File: src/rtl/q50_pkg.sv
// Shared definitions for the q50 pulse-train generator.
//   q50_gen_state_t : FSM state encoding (3 bits, IDLE = 0)
//   Q50_W           : default width of the gap fields and gap counter
//   Q50_PULSES      : number of x pulses in one complete train
//   is_pulse_state  : true for the states in which x is driven high
package q50_pkg;

    localparam int Q50_W      = 8;
    localparam int Q50_PULSES = 4;

    typedef enum logic [2:0] {
        IDLE    = 3'd0,
        P_ARM   = 3'd1,
        G_ARM   = 3'd2,
        P_OPEN  = 3'd3,
        G_A     = 3'd4,
        P_MID   = 3'd5,
        G_B     = 3'd6,
        P_CLOSE = 3'd7
    } q50_gen_state_t;

    function automatic logic is_pulse_state(input q50_gen_state_t s);
        return (s == P_ARM) || (s == P_OPEN) || (s == P_MID) || (s == P_CLOSE);
    endfunction

endpackage

File: src/rtl/q50_gap_counter.sv
// Loadable W-bit down-counter that times the low gaps between pulses.
//   clk, rst  : clock, synchronous active-high reset (count -> 0)
//   load      : load load_val (takes priority over en)
//   load_val  : value to load, equal to the gap length in cycles
//   en        : decrement by one per cycle while count > 1
//   last      : count == 1, i.e. this is the final cycle of the gap
module q50_gap_counter #(
    parameter int W = 8
) (
    input  logic         clk,
    input  logic         rst,
    input  logic         load,
    input  logic [W-1:0] load_val,
    input  logic         en,
    output logic         last
);

    logic [W-1:0] count;

    // The count holds at 1 instead of stepping to 0: the gap state exits
    // on last, so the counter never needs to go lower and cannot wrap.
    always_ff @(posedge clk) begin
        if (rst) begin
            count <= '0;
        end else if (load) begin
            count <= load_val;
        end else if (en && (count > W'(1))) begin
            count <= count - W'(1);
        end
    end

    assign last = (count == W'(1));

endmodule

File: src/rtl/q50_pulse_gen.sv
// Pulse-train generator driving the x input of the three-state Moore pulse
// detector. A start in IDLE emits four single-cycle x pulses (arm, open,
// mid, close) separated by programmable low gaps.
//   clk, rst   : clock, synchronous active-high reset
//   start      : request a train (sampled only in IDLE)
//   gap_arm    : low cycles between arm and open pulses
//   len_a      : low cycles between open and mid pulses
//   len_b      : low cycles between mid and close pulses
//   abort      : cancel a train in progress (ignored in IDLE)
//   x_out      : registered serial pulse line
//   busy       : registered, high in every non-IDLE state
//   done       : one-cycle strobe in the IDLE cycle after a normal P_CLOSE
//   fsm_state  : current FSM state for observation
// Handshake: start is a request with no acknowledge; it is taken on any edge
// where the FSM sits in IDLE, including the cycle that done is high.
module q50_pulse_gen
    import q50_pkg::*;
#(
    parameter int W = Q50_W
) (
    input  logic         clk,
    input  logic         rst,
    input  logic         start,
    input  logic [W-1:0] gap_arm,
    input  logic [W-1:0] len_a,
    input  logic [W-1:0] len_b,
    input  logic         abort,
    output logic         x_out,
    output logic         busy,
    output logic         done,
    output logic [2:0]   fsm_state
);

    q50_gen_state_t state, state_n;

    logic [W-1:0] sh_gap_arm;
    logic [W-1:0] sh_len_a;
    logic [W-1:0] sh_len_b;

    logic         cnt_load;
    logic [W-1:0] cnt_val;
    logic         cnt_en;
    logic         cnt_last;

    // Pulses already emitted in this train; the close pulse must be the
    // last of Q50_PULSES for done to be raised.
    logic [2:0]   pulse_idx;

    q50_gap_counter #(.W(W)) u_gap_counter (
        .clk      (clk),
        .rst      (rst),
        .load     (cnt_load),
        .load_val (cnt_val),
        .en       (cnt_en),
        .last     (cnt_last)
    );

    always_comb begin
        state_n  = state;
        cnt_load = 1'b0;
        cnt_val  = '0;
        cnt_en   = 1'b0;

        case (state)
            IDLE: begin
                if (start) state_n = P_ARM;
            end
            // A zero gap skips its G_* state so two pulses run back to back.
            P_ARM: begin
                if (sh_gap_arm == '0) begin
                    state_n = P_OPEN;
                end else begin
                    state_n  = G_ARM;
                    cnt_load = 1'b1;
                    cnt_val  = sh_gap_arm;
                end
            end
            G_ARM: begin
                cnt_en = 1'b1;
                if (cnt_last) state_n = P_OPEN;
            end
            P_OPEN: begin
                if (sh_len_a == '0) begin
                    state_n = P_MID;
                end else begin
                    state_n  = G_A;
                    cnt_load = 1'b1;
                    cnt_val  = sh_len_a;
                end
            end
            G_A: begin
                cnt_en = 1'b1;
                if (cnt_last) state_n = P_MID;
            end
            P_MID: begin
                if (sh_len_b == '0) begin
                    state_n = P_CLOSE;
                end else begin
                    state_n  = G_B;
                    cnt_load = 1'b1;
                    cnt_val  = sh_len_b;
                end
            end
            G_B: begin
                cnt_en = 1'b1;
                if (cnt_last) state_n = P_CLOSE;
            end
            P_CLOSE: begin
                state_n = IDLE;
            end
            default: begin
                state_n = IDLE;
            end
        endcase

        // Abort overrides every transition except acceptance from IDLE.
        if ((state != IDLE) && abort) begin
            state_n = IDLE;
        end
    end

    always_ff @(posedge clk) begin
        if (rst) begin
            state      <= IDLE;
            x_out      <= 1'b0;
            busy       <= 1'b0;
            done       <= 1'b0;
            pulse_idx  <= '0;
            sh_gap_arm <= '0;
            sh_len_a   <= '0;
            sh_len_b   <= '0;
        end else begin
            state <= state_n;
            // Outputs are registered from the next state so they line up
            // with the state register, keeping x_out a pure Moore decode.
            x_out <= is_pulse_state(state_n);
            busy  <= (state_n != IDLE);
            done  <= (state == P_CLOSE) && !abort &&
                     (pulse_idx == 3'(Q50_PULSES - 1));

            if (state_n == IDLE) begin
                pulse_idx <= '0;
            end else begin
                pulse_idx <= pulse_idx + {2'b00, is_pulse_state(state)};
            end

            if ((state == IDLE) && start) begin
                sh_gap_arm <= gap_arm;
                sh_len_a   <= len_a;
                sh_len_b   <= len_b;
            end
        end
    end

    assign fsm_state = state;

endmodule

File: config.mk
export PLATFORM = sky130hd
export DESIGN_NAME = q50_pulse_gen
export DESIGN_NICKNAME = d
export VERILOG_FILES = /design/src/rtl/q50_pkg.sv /design/src/rtl/q50_gap_counter.sv /design/src/rtl/q50_pulse_gen.sv
export SDC_FILE = /design/constraint.sdc
export NUM_CORES = 1
export LEC_CHECK = 0
export BUFFER_PORTS_ARGS = -buffer_cell sky130_fd_sc_hd__buf_2
export CAP_MARGIN = 0
export CORE_MARGIN = 10
export CORE_UTILIZATION = 25
export DETAILED_ROUTE_END_ITERATION = 7
export SETUP_SLACK_MARGIN = 0.15
export SLEW_MARGIN = 20
export SYNTH_ARGS = -nofsm -noshare
export SYNTH_HDL_FRONTEND = slang
export SYNTH_HIERARCHICAL = 1
export SYNTH_SLANG_ARGS = --single-unit
File: constraint.sdc
create_clock -name clk -period 5 [get_ports clk]
set_input_delay 1 -clock clk [delete_from_list [all_inputs] [get_ports clk]]
set_output_delay 1 -clock clk [all_outputs]
set_load 0.02 [all_outputs]
==> results of run 1 <==
## kinds of logic after synthesis
logic type	count (synthesis)	synth area share
adder cells (fa/ha/maj)	4	0.0229
buffers and inverters	24	0.0658
XOR/XNOR	3	0.0120
AO/OA/AOI/OAI	65	0.213
multiplexers	8	0.0366
AND/OR/NAND/NOR	112	0.275
flip-flops	41	0.375
## worst max-delay path by stage
stage | start | to | slack (ps) | cells after the start
2_1_floorplan | fsm_state[0] | u_gap_counter/count[4] | 2800 | 6
3_3_place_gp | fsm_state[2] | u_gap_counter/count[3] | 2360 | 6
3_5_place_dp | fsm_state[2] | u_gap_counter/count[3] | 2240 | 6
4_1_cts | fsm_state[2] | u_gap_counter/count[3] | 2230 | 6
5_1_grt | fsm_state[2] | u_gap_counter/count[3] | 1930 | 6
6_report | fsm_state[2] | u_gap_counter/count[3] | 2200 | 6
## metal layers
layer	vias up	routed length, um	track usage
met5	-	0	0
met4	0	73	0.0330
li1	980	-	-
met1	873	2560	0.101
met2	33	2530	0.137
met3	6	189	0.0210
## cell type report
cell class,instances,share of cell area
Multi-Input combinational cell,192,0.489
Timing Repair Buffer,34,0.0706
Inverter,6,0.00902
Clock inverter,2,0.0150
Clock buffer,6,0.0331
Sequential cell,41,0.329
Tap cell,108,0.0541
## registers in the layout, indices dropped and copies added, names as in the netlist
signal               count
busy                     1
done                     1
fsm_state                3
pulse_idx                3
sh_gap_arm               8
sh_len_a                 8
sh_len_b                 8
u_gap_counter/count      8
x_out                    1
## worst register-to-register path: stages, from the launching register on
cell	delay, ps
dfxtp_1	830
nor2b_1	610
a21boi_1	240
o31a_1	440
nor2b_1	100
o311a_2	130
a2111oi_0	340
## placed cells by master (no fill, tap or decap), types with 2 or more instances in the layout
cell type	instances
or4b_1	2
nor3_1	6
a21o_1	2
nor2_1	9
a221oi_1	2
nand2_1	51
xor2_1	2
o2bb2ai_1	8
or3_1	4
and2_1	11
nand2b_1	2
nor2b_1	2
clkbuf_8	6
buf_2	33
nor4_1	7
a311oi_1	2
o31ai_1	2
o21ai_0	3
nand4_1	3
o31a_1	2
dfxtp_1	41
a41oi_1	2
o311ai_0	2
ha_1	4
inv_1	6
mux2i_1	8
a21oi_1	27
## synthesized netlist by cell type, types with 3 or more instances
library cell,n
nand2_1,51
dfxtp_1,41
a21oi_1,27
and2_1,11
nor2_1,9
mux2i_1,8
o2bb2ai_1,8
clkbuf_1,7
nor4_1,7
buf_6,6
inv_1,6
nor3_1,6
buf_2,4
ha_1,4
or3_1,4
nand4_1,3
o21ai_0,3
## report_power, final
part / internal [mW] / total [mW] / switching, mW / leakage [nW]
clock network: 0.162 / 0.278 / 0.116 / 0.0574
logic: 0.0659 / 0.154 / 0.0879 / 0.540
registers: 0.353 / 0.387 / 0.0340 / 0.336
total: 0.581 / 0.819 / 0.238 / 0.933
==> flow_summary.yaml, run 1 <==
critical_path:
  reg2reg_slack_ps: 2200
  crit_chain: "nor2b_1 -> a21boi_1 -> o31a_1 -> nor2b_1 -> o311a_2 -> a2111oi_0"
  crit_path_end_kind: "flop"
  cpPeakStageDelay_ps: 830
  crit_family: "compound AO/OA/AOI/OAI gates"
  cp_common_cell: "nor2b_1"
  critPathLaunchType: "flop"
  required_ps: 5180
  crit_arrival_ps: 2980
  reg2regPathDepth: 6
  crit_fanout: 22
  r2r-end: "u_gap_counter/count[3]"
  r2r-start: "fsm_state[2]"
  crit_buf_inv: 0
  crit_type: "reg2reg"
  slowest_stage: "dfxtp_1"
placed_design:
  dp_hpwl_um: 3980
  port_buffers: 33
  place_congestion: 0.852
  dp_cells: 380
  postPlaceCellArea_mm2: 0.00237
  place_ws_ps: 2240
clock_tree:
  cts_buffer_depth: 2
  cts_num_sinks: 41
  hold_buffers: 0
  path_clk_slew_ps: 80
  clk_latency_ps: 300
  ctsResizeCount: 0
  cts_setup_buffers: 0
  cts-root-buf: "clkbuf_8"
  cts_tree: "done"
  htree_levels: 2
  numCtsBuffers: 5
sta:
  fmaxAchievable_mhz: 357
  worstMarginPinSlew_ps: 980
  holdWs_ps: 478
  period_minus_slack_ps: 2800
  finalSetupTns_ps: 0
  rsz0062_at_grt: "false"
  setup_viol: 0
  hold_viol: 0
  finalCritPeriodShare: 0.559
  slew_headroom: 0.346
  clock_skew_ps: 5.27
  worst_slack_ps: 2200
  slew_violations: 0
pwr:
  peakVddDrop_uv: 148
  p_per_area_mw_per_mm2: 328
  p_leak_nw: 0.933
  power.total_uw: 819
floorplanning:
  die_h_um: 114
  io_pins: 34
  start_util: 0.253
  core-area_mm2: 0.00864
  die_area_mm2: 0.0129
  fp.dieW_um: 114
  rows: 34
global_routing:
  antenna_found_initial: 0
  grt_max_degree: 41
  grt_pass1_vias: 1834
  grt_overflow_total: 0
  grt_pass1_wl_um: 8980
  grt_use_total: 0.0830
layout:
  fin_nets: 312
  multi_input_area_mm2: 0.00122
  fin_cells: 389
  regArea_um2: 821
  areaGrowthSynthToFinish_pct: 14.2
  final_area_mm2: 0.00250
  drive_gt1_frac: 0.185
  final_util: 0.289
  diodes: 0
  n_fill_cell: 941
drt:
  wire_per_inst_um: 13.7
  ant_nets: 0
  drt_first_pass_iters: 4
  drc: 0
  drt_iter0_markers: 96
  vias_per_cell: 4.86
  wirelength_um: 5350
  vias: 1892
synth:
  synth_nets: 289
  ys_ff_latch: 41
  yosys-top-cells-area: "dfxtp_1 38%, nand2_1 8.8%, a21oi_1 6.2%, mux2i_1 3.7%, o2bb2ai_1 3.2%"
  netlist_instances: 257
  syn-cell-area_mm2: 0.00219
  synth.avg_cell_area_um2: 8.51
  synth_edf_count: 0
  synth_top_area_cell: "dfxtp_1"
  yosysWarningCount: 6
  synthFlopType: "dfxtp_1"
  yosysTopAreaCellShare: 0.375
  ys_seq_area_frac: 0.375
  synthArstFlopShare: 0
  yosysUniqueCellTypes: 58
min_path:
  min_path_type: "reg2reg"
  min_path_cells: 2
  min_from: "sh_len_a[1]"
  whs_endpoint: "sh_len_a[1]"
run:
  drv_cap: 0
run_status:
  outcome: "completed"
(Power assumes the default switching activity.)
==> run 2, diff against run 1 <==
Clock period 5 ns to 2.8 ns, I/O delays scaled along.
==> flow_summary.yaml, run 2 (same netlist as run 1, synthesis figures left out) <==
run_status:
  outcome: "completed"
sta:
  worst_slack_ps: 627
  worstMarginPinSlew_ps: 780
  slew_violations: 0
  period_minus_slack_ps: 2170
  slew_headroom: 0.480
  fmaxAchievable_mhz: 460
  hold_viol: 0
  holdWs_ps: 472
  rsz0062_at_grt: "false"
  finalSetupTns_ps: 0
  finalCritPeriodShare: 0.776
  setup_viol: 0
  clock_skew_ps: 6.81
layout:
  diodes: 0
  mostFrequentLayoutCells: "51 x nand2_1, 41 x dfxtp_1, 33 x buf_2"
  areaGrowthSynthToFinish_pct: 15.9
  drive_gt1_frac: 0.199
  fin_nets: 318
  n_fill_cell: 937
  final_common_cell: "nand2_1"
drt:
  drc: 0
  wirelength_um: 5400
  wire_per_inst_um: 13.7
  vias_per_cell: 4.81
  drt_iter0_markers: 102
  vias: 1900
  ant_nets: 0
  drt_first_pass_iters: 4
clock_tree:
  cts_tree: "done"
  cts-root-buf: "clkbuf_8"
  cts_setup_buffers: 0
  path_clk_slew_ps: 80
  numCtsBuffers: 5
  cts_buffer_depth: 2
  cts_num_sinks: 41
  clk_latency_ps: 290
  ctsResizeCount: 0
  htree_levels: 2
  hold_buffers: 0
global_routing:
  grt_pass1_vias: 1810
  antenna_found_initial: 0
  grt_max_degree: 25
  grt_overflow_total: 0
  grt_pass1_wl_um: 9140
  grt_use_total: 0.0839
pwr:
  p_per_area_mw_per_mm2: 577
  peakVddDrop_uv: 249
  p_comb_frac: 0.199
  power_frac_clock: 0.337
  p_int_mw: 1.04
  switchingPower_uw: 421
  seq_power_share: 0.464
  p_leak_nw: 0.965
  p_sw_frac: 0.288
floorplanning:
  die_h_um: 114
  core-area_mm2: 0.00864
  die_area_mm2: 0.0129
  start_util: 0.253
  io_pins: 34
  rows: 34
  fp.dieW_um: 114
critical_path:
  cpPeakStageDelay_ps: 610
  slowest_stage: "dfxtp_1"
  required_ps: 3000
  crit_fanout: 11
  cp_common_cell: "nor2_1"
  crit_family: "simple AND/OR/NAND/NOR gates"
  critPathLaunchType: "flop"
  crit_arrival_ps: 2370
  crit_buf_inv: 1
  crit_path_end_kind: "flop"
  crit_chain: "nor2_1 -> nor2_1 -> buf_4 -> or4bb_2 -> or3_1 -> a221oi_1"
  crit_type: "reg2reg"
min_path:
  min_path_type: "reg2reg"
placed_design:
  dp_hpwl_um: 4120
  place_ws_ps: 643
  port_buffers: 33
  place_congestion: 0.853
run:
  drv_cap: 0
-- run 2: area by class of cell --
class                      instances  area [um2]  area share
clock inverter                     1        30.0      0.0118
inverter                           6        22.5     0.00888
sequential                        41         821       0.324
multi-input combinational        192        1220       0.482
timing repair buffer              40         218      0.0859
clock buffer                       7        86.3      0.0341
tap                              108         135      0.0533
-- run 2: power groups by stage --
stage | Sequential [mW] | Combinational (mW) | Clock, mW
final | 0.679 | 0.291 | 0.494
after global routing | 0.687 | 0.326 | 0.539
after CTS | 0.679 | 0.293 | 0.508
after detailed placement | 0.693 | 0.290 | 0
after global placement | 0.691 | 0.287 | 0
after floorplan | 0.683 | 0.224 | 0
-- run 2: stage by stage --
stage / instance area [um2] / util / power, mW / instances
after detailed placement: 2420 / 0.280 / 0.983 / 387
final: 2530 / 0.294 / 1.46 / 395
after CTS: 2530 / 0.294 / 1.48 / 395
after floorplan: 2190 / - / 0.907 / 257
after global placement: 2420 / 0.280 / 0.978 / 387
after global routing: 2530 / 0.294 / 1.55 / 395
-- run 2: worst paths after layout --
check               startpoint                      to  slack, ps  depth (start not counted)
hold / removal     sh_len_a[3]             sh_len_a[3]        470                          2
setup reg to reg  fsm_state[1]  u_gap_counter/count[4]        630                          6
setup / recovery  fsm_state[1]  u_gap_counter/count[4]        630                          6
hold reg to reg    sh_len_a[3]             sh_len_a[3]        470                          2
-- run 2: worst reg2reg max path: cells and delay by family (launching register included) --
family,cells,cell delay (ps)
AO/OA/AOI/OAI,1,230
buffers and inverters,1,140
flip-flops,1,610
AND/OR/NAND/NOR,4,1100
-- run 2: per-layer routing --
layer	part of all wire	GRT usage
met5	0	0
met4	0.0096	0.0203
met3	0.034	0.0226
met2	0.48	0.137
met1	0.48	0.107
==> run 3, diff against run 2 <==
Settings changed: ABC_AREA from default to 1.
Clock period 2.8 ns to 1.9 ns, I/O delays scaled along.
==> flow_summary.yaml, run 3 <==
placed_design:
  dp_hpwl_um: 4130
  port_buffers: 33
  place_congestion: 0.861
sta:
  finalSetupTns_ps: 0
  worstMarginPinSlew_ps: 311
  hold_viol: 0
  rsz0062_at_grt: "true"
  setup_viol: 0
  slew_headroom: 0.793
  slew_violations: 0
  fmaxAchievable_mhz: 601
  clock_skew_ps: 12.0
  finalCritPeriodShare: 0.876
  period_minus_slack_ps: 1660
clock_tree:
  clk_latency_ps: 310
  hold_buffers: 0
  numCtsBuffers: 5
  cts_num_sinks: 41
  cts_buffer_depth: 2
  htree_levels: 2
  cts_tree: "done"
  path_clk_slew_ps: 100
  cts-root-buf: "clkbuf_8"
layout:
  n_fill_cell: 857
  multi_input_area_mm2: 0.00104
  regArea_um2: 830
  final_common_cell: "nand2_1"
  areaGrowthSynthToFinish_pct: 21.9
  final_util: 0.317
  diodes: 0
  drive_gt1_frac: 0.229
  mostFrequentLayoutCells: "59 x nand2_1, 38 x dfxtp_1, 35 x inv_1"
  fin_nets: 359
synth:
  synth_nets: 321
  synth_edf_count: 0
  synth_top_family_by_area: "simple AND/OR/NAND/NOR gates"
  synthArstFlopShare: 0
  synth_fa_ha_area_frac: 0.0246
  yosys-top-cells-area: "dfxtp_1 40%, nand2_1 11%, a21oi_1 8.1%, nor2_1 6.8%, inv_1 6.5%"
  netlist_instances: 289
  synthFlopType: "dfxtp_1"
  yosysMostFrequentCell: "nand2_1"
  synth_commonest_cells: "59 x nand2_1, 41 x dfxtp_1, 37 x nor2_1"
  synthXorXnorAreaFrac: 0.00862
  syn-cell-area_mm2: 0.00203
  synthMuxAreaShare: 0
  ys_seq_area_frac: 0.404
  synth.avg_cell_area_um2: 7.03
  yosysUniqueCellTypes: 32
  synth_simple_gate_area_share: 0.252
  ys_ff_latch: 41
  synth_compound_area_frac: 0.213
  synth_top_area_cell: "dfxtp_1"
  yosysWarningCount: 6
  yosysTopAreaCellShare: 0.404
run_status:
  outcome: "completed"
pwr:
  peakVddDrop_uv: 325
  p_leak_nw: 1.08
  p_per_area_mw_per_mm2: 891
critical_path:
  crit_type: "reg2reg"
  reg2regPathDepth: 8
  r2r-start: "fsm_state[1]"
  crit_path_end_kind: "flop"
  critPathLaunchType: "flop"
  cp-startpoint: "fsm_state[1]"
  reg2reg_slack_ps: 240
  crit_path_end: "u_gap_counter/count[3]"
  r2r-end: "u_gap_counter/count[3]"
  crit_arrival_ps: 1870
  crit_fanout: 14
  required_ps: 2100
min_path:
  min_path_type: "in2reg"
  min_path_cells: 3
drt:
  drc: 0
  drt_first_pass_iters: 4
  vias: 1948
  drt_iter0_markers: 78
  ant_nets: 0
  wirelength_um: 5200
  wire_per_inst_um: 12.1
  vias_per_cell: 4.53
run:
  drv_cap: 0
floorplanning:
  die_area_mm2: 0.0121
  start_util: 0.260
  fp.dieW_um: 110
  die_h_um: 110
  rows: 32
  io_pins: 34
  core-area_mm2: 0.00781
global_routing:
  grt_overflow_total: 0
  antenna_found_initial: 0
  grt_pass1_wl_um: 8630
  grt_max_degree: 36
  grt_pass1_vias: 1839
  grt_use_total: 0.0893
[run 3: logic make-up (layout without fill, tap and decap cells)]
kind of cell,after synthesis,after routing
compound gates,74,74
xor+xnor,2,2
fa+ha+maj,4,4
buf+inv,50,89
flops,41,41
simple gates,118,118
[run 3: power breakdown]
part           total [mW]  switching [mW]  internal (mW)  leakage [nW]
registers            1.00          0.0647          0.940         0.339
logic               0.565           0.353          0.211         0.687
clock network       0.638           0.360          0.277        0.0511
[run 3: final cells by class]
type | instances | share of cell area
timing repair buffer | 39 | 0.0849
sequential | 41 | 0.335
clock inverter | 3 | 0.0116
inverter | 42 | 0.0682
tap | 102 | 0.0515
multi-input combinational | 198 | 0.421
clock buffer | 5 | 0.0278
[run 3: timing repair]
action,in CTS,in global routing
resized for setup,0,8
buffers inserted,0,0
setup endpoints to repair,0,8
[run 3: routing by layer]
metal	share of wire	wire length, um	GRT usage	vias to the layer above
li1	-	-	-	1019
met1	0.48	2470	0.110	874
met2	0.46	2390	0.141	46
met3	0.045	235	0.0279	9
met4	0.020	106	0.0404	0
met5	0	0	0	-
[run 3: how the worst min path moves through the flow]
| stage | from | endpoint |
|---|---|---|
| 2_1_floorplan | pulse_idx[2] | done |
| 3_3_place_gp | pulse_idx[0] | done |
| 3_5_place_dp | pulse_idx[2] | done |
| 4_1_cts | len_b[6] | sh_len_b[6] |
| 5_1_grt | len_b[6] | sh_len_b[6] |
| 6_report | len_b[4] | sh_len_b[4] |
[run 3: through the flow]
step | setup slack [ps] | hold slack [ps] | instance area (um2) | total power [mW] | cells
6_report | 235 | 305 | 2480 | 2.21 | 430
4_1_cts | 160 | 297 | 2460 | 2.23 | 430
3_5_place_dp | 171 | 437 | 2360 | 1.59 | 422
5_1_grt | 98.6 | 292 | 2480 | 2.37 | 430
3_3_place_gp | 227 | 445 | 2360 | 1.58 | 422
2_1_floorplan | 150 | 418 | 2060 | 1.44 | 289
[run 3: critical path: stages, from the launching register on]
cell	delay, ps
dfxtp_4	400
nand2_1	110
nor2_2	170
inv_4	90
o221ai_4	240
inv_4	110
or2_2	290
nand3_1	100
a21oi_2	60
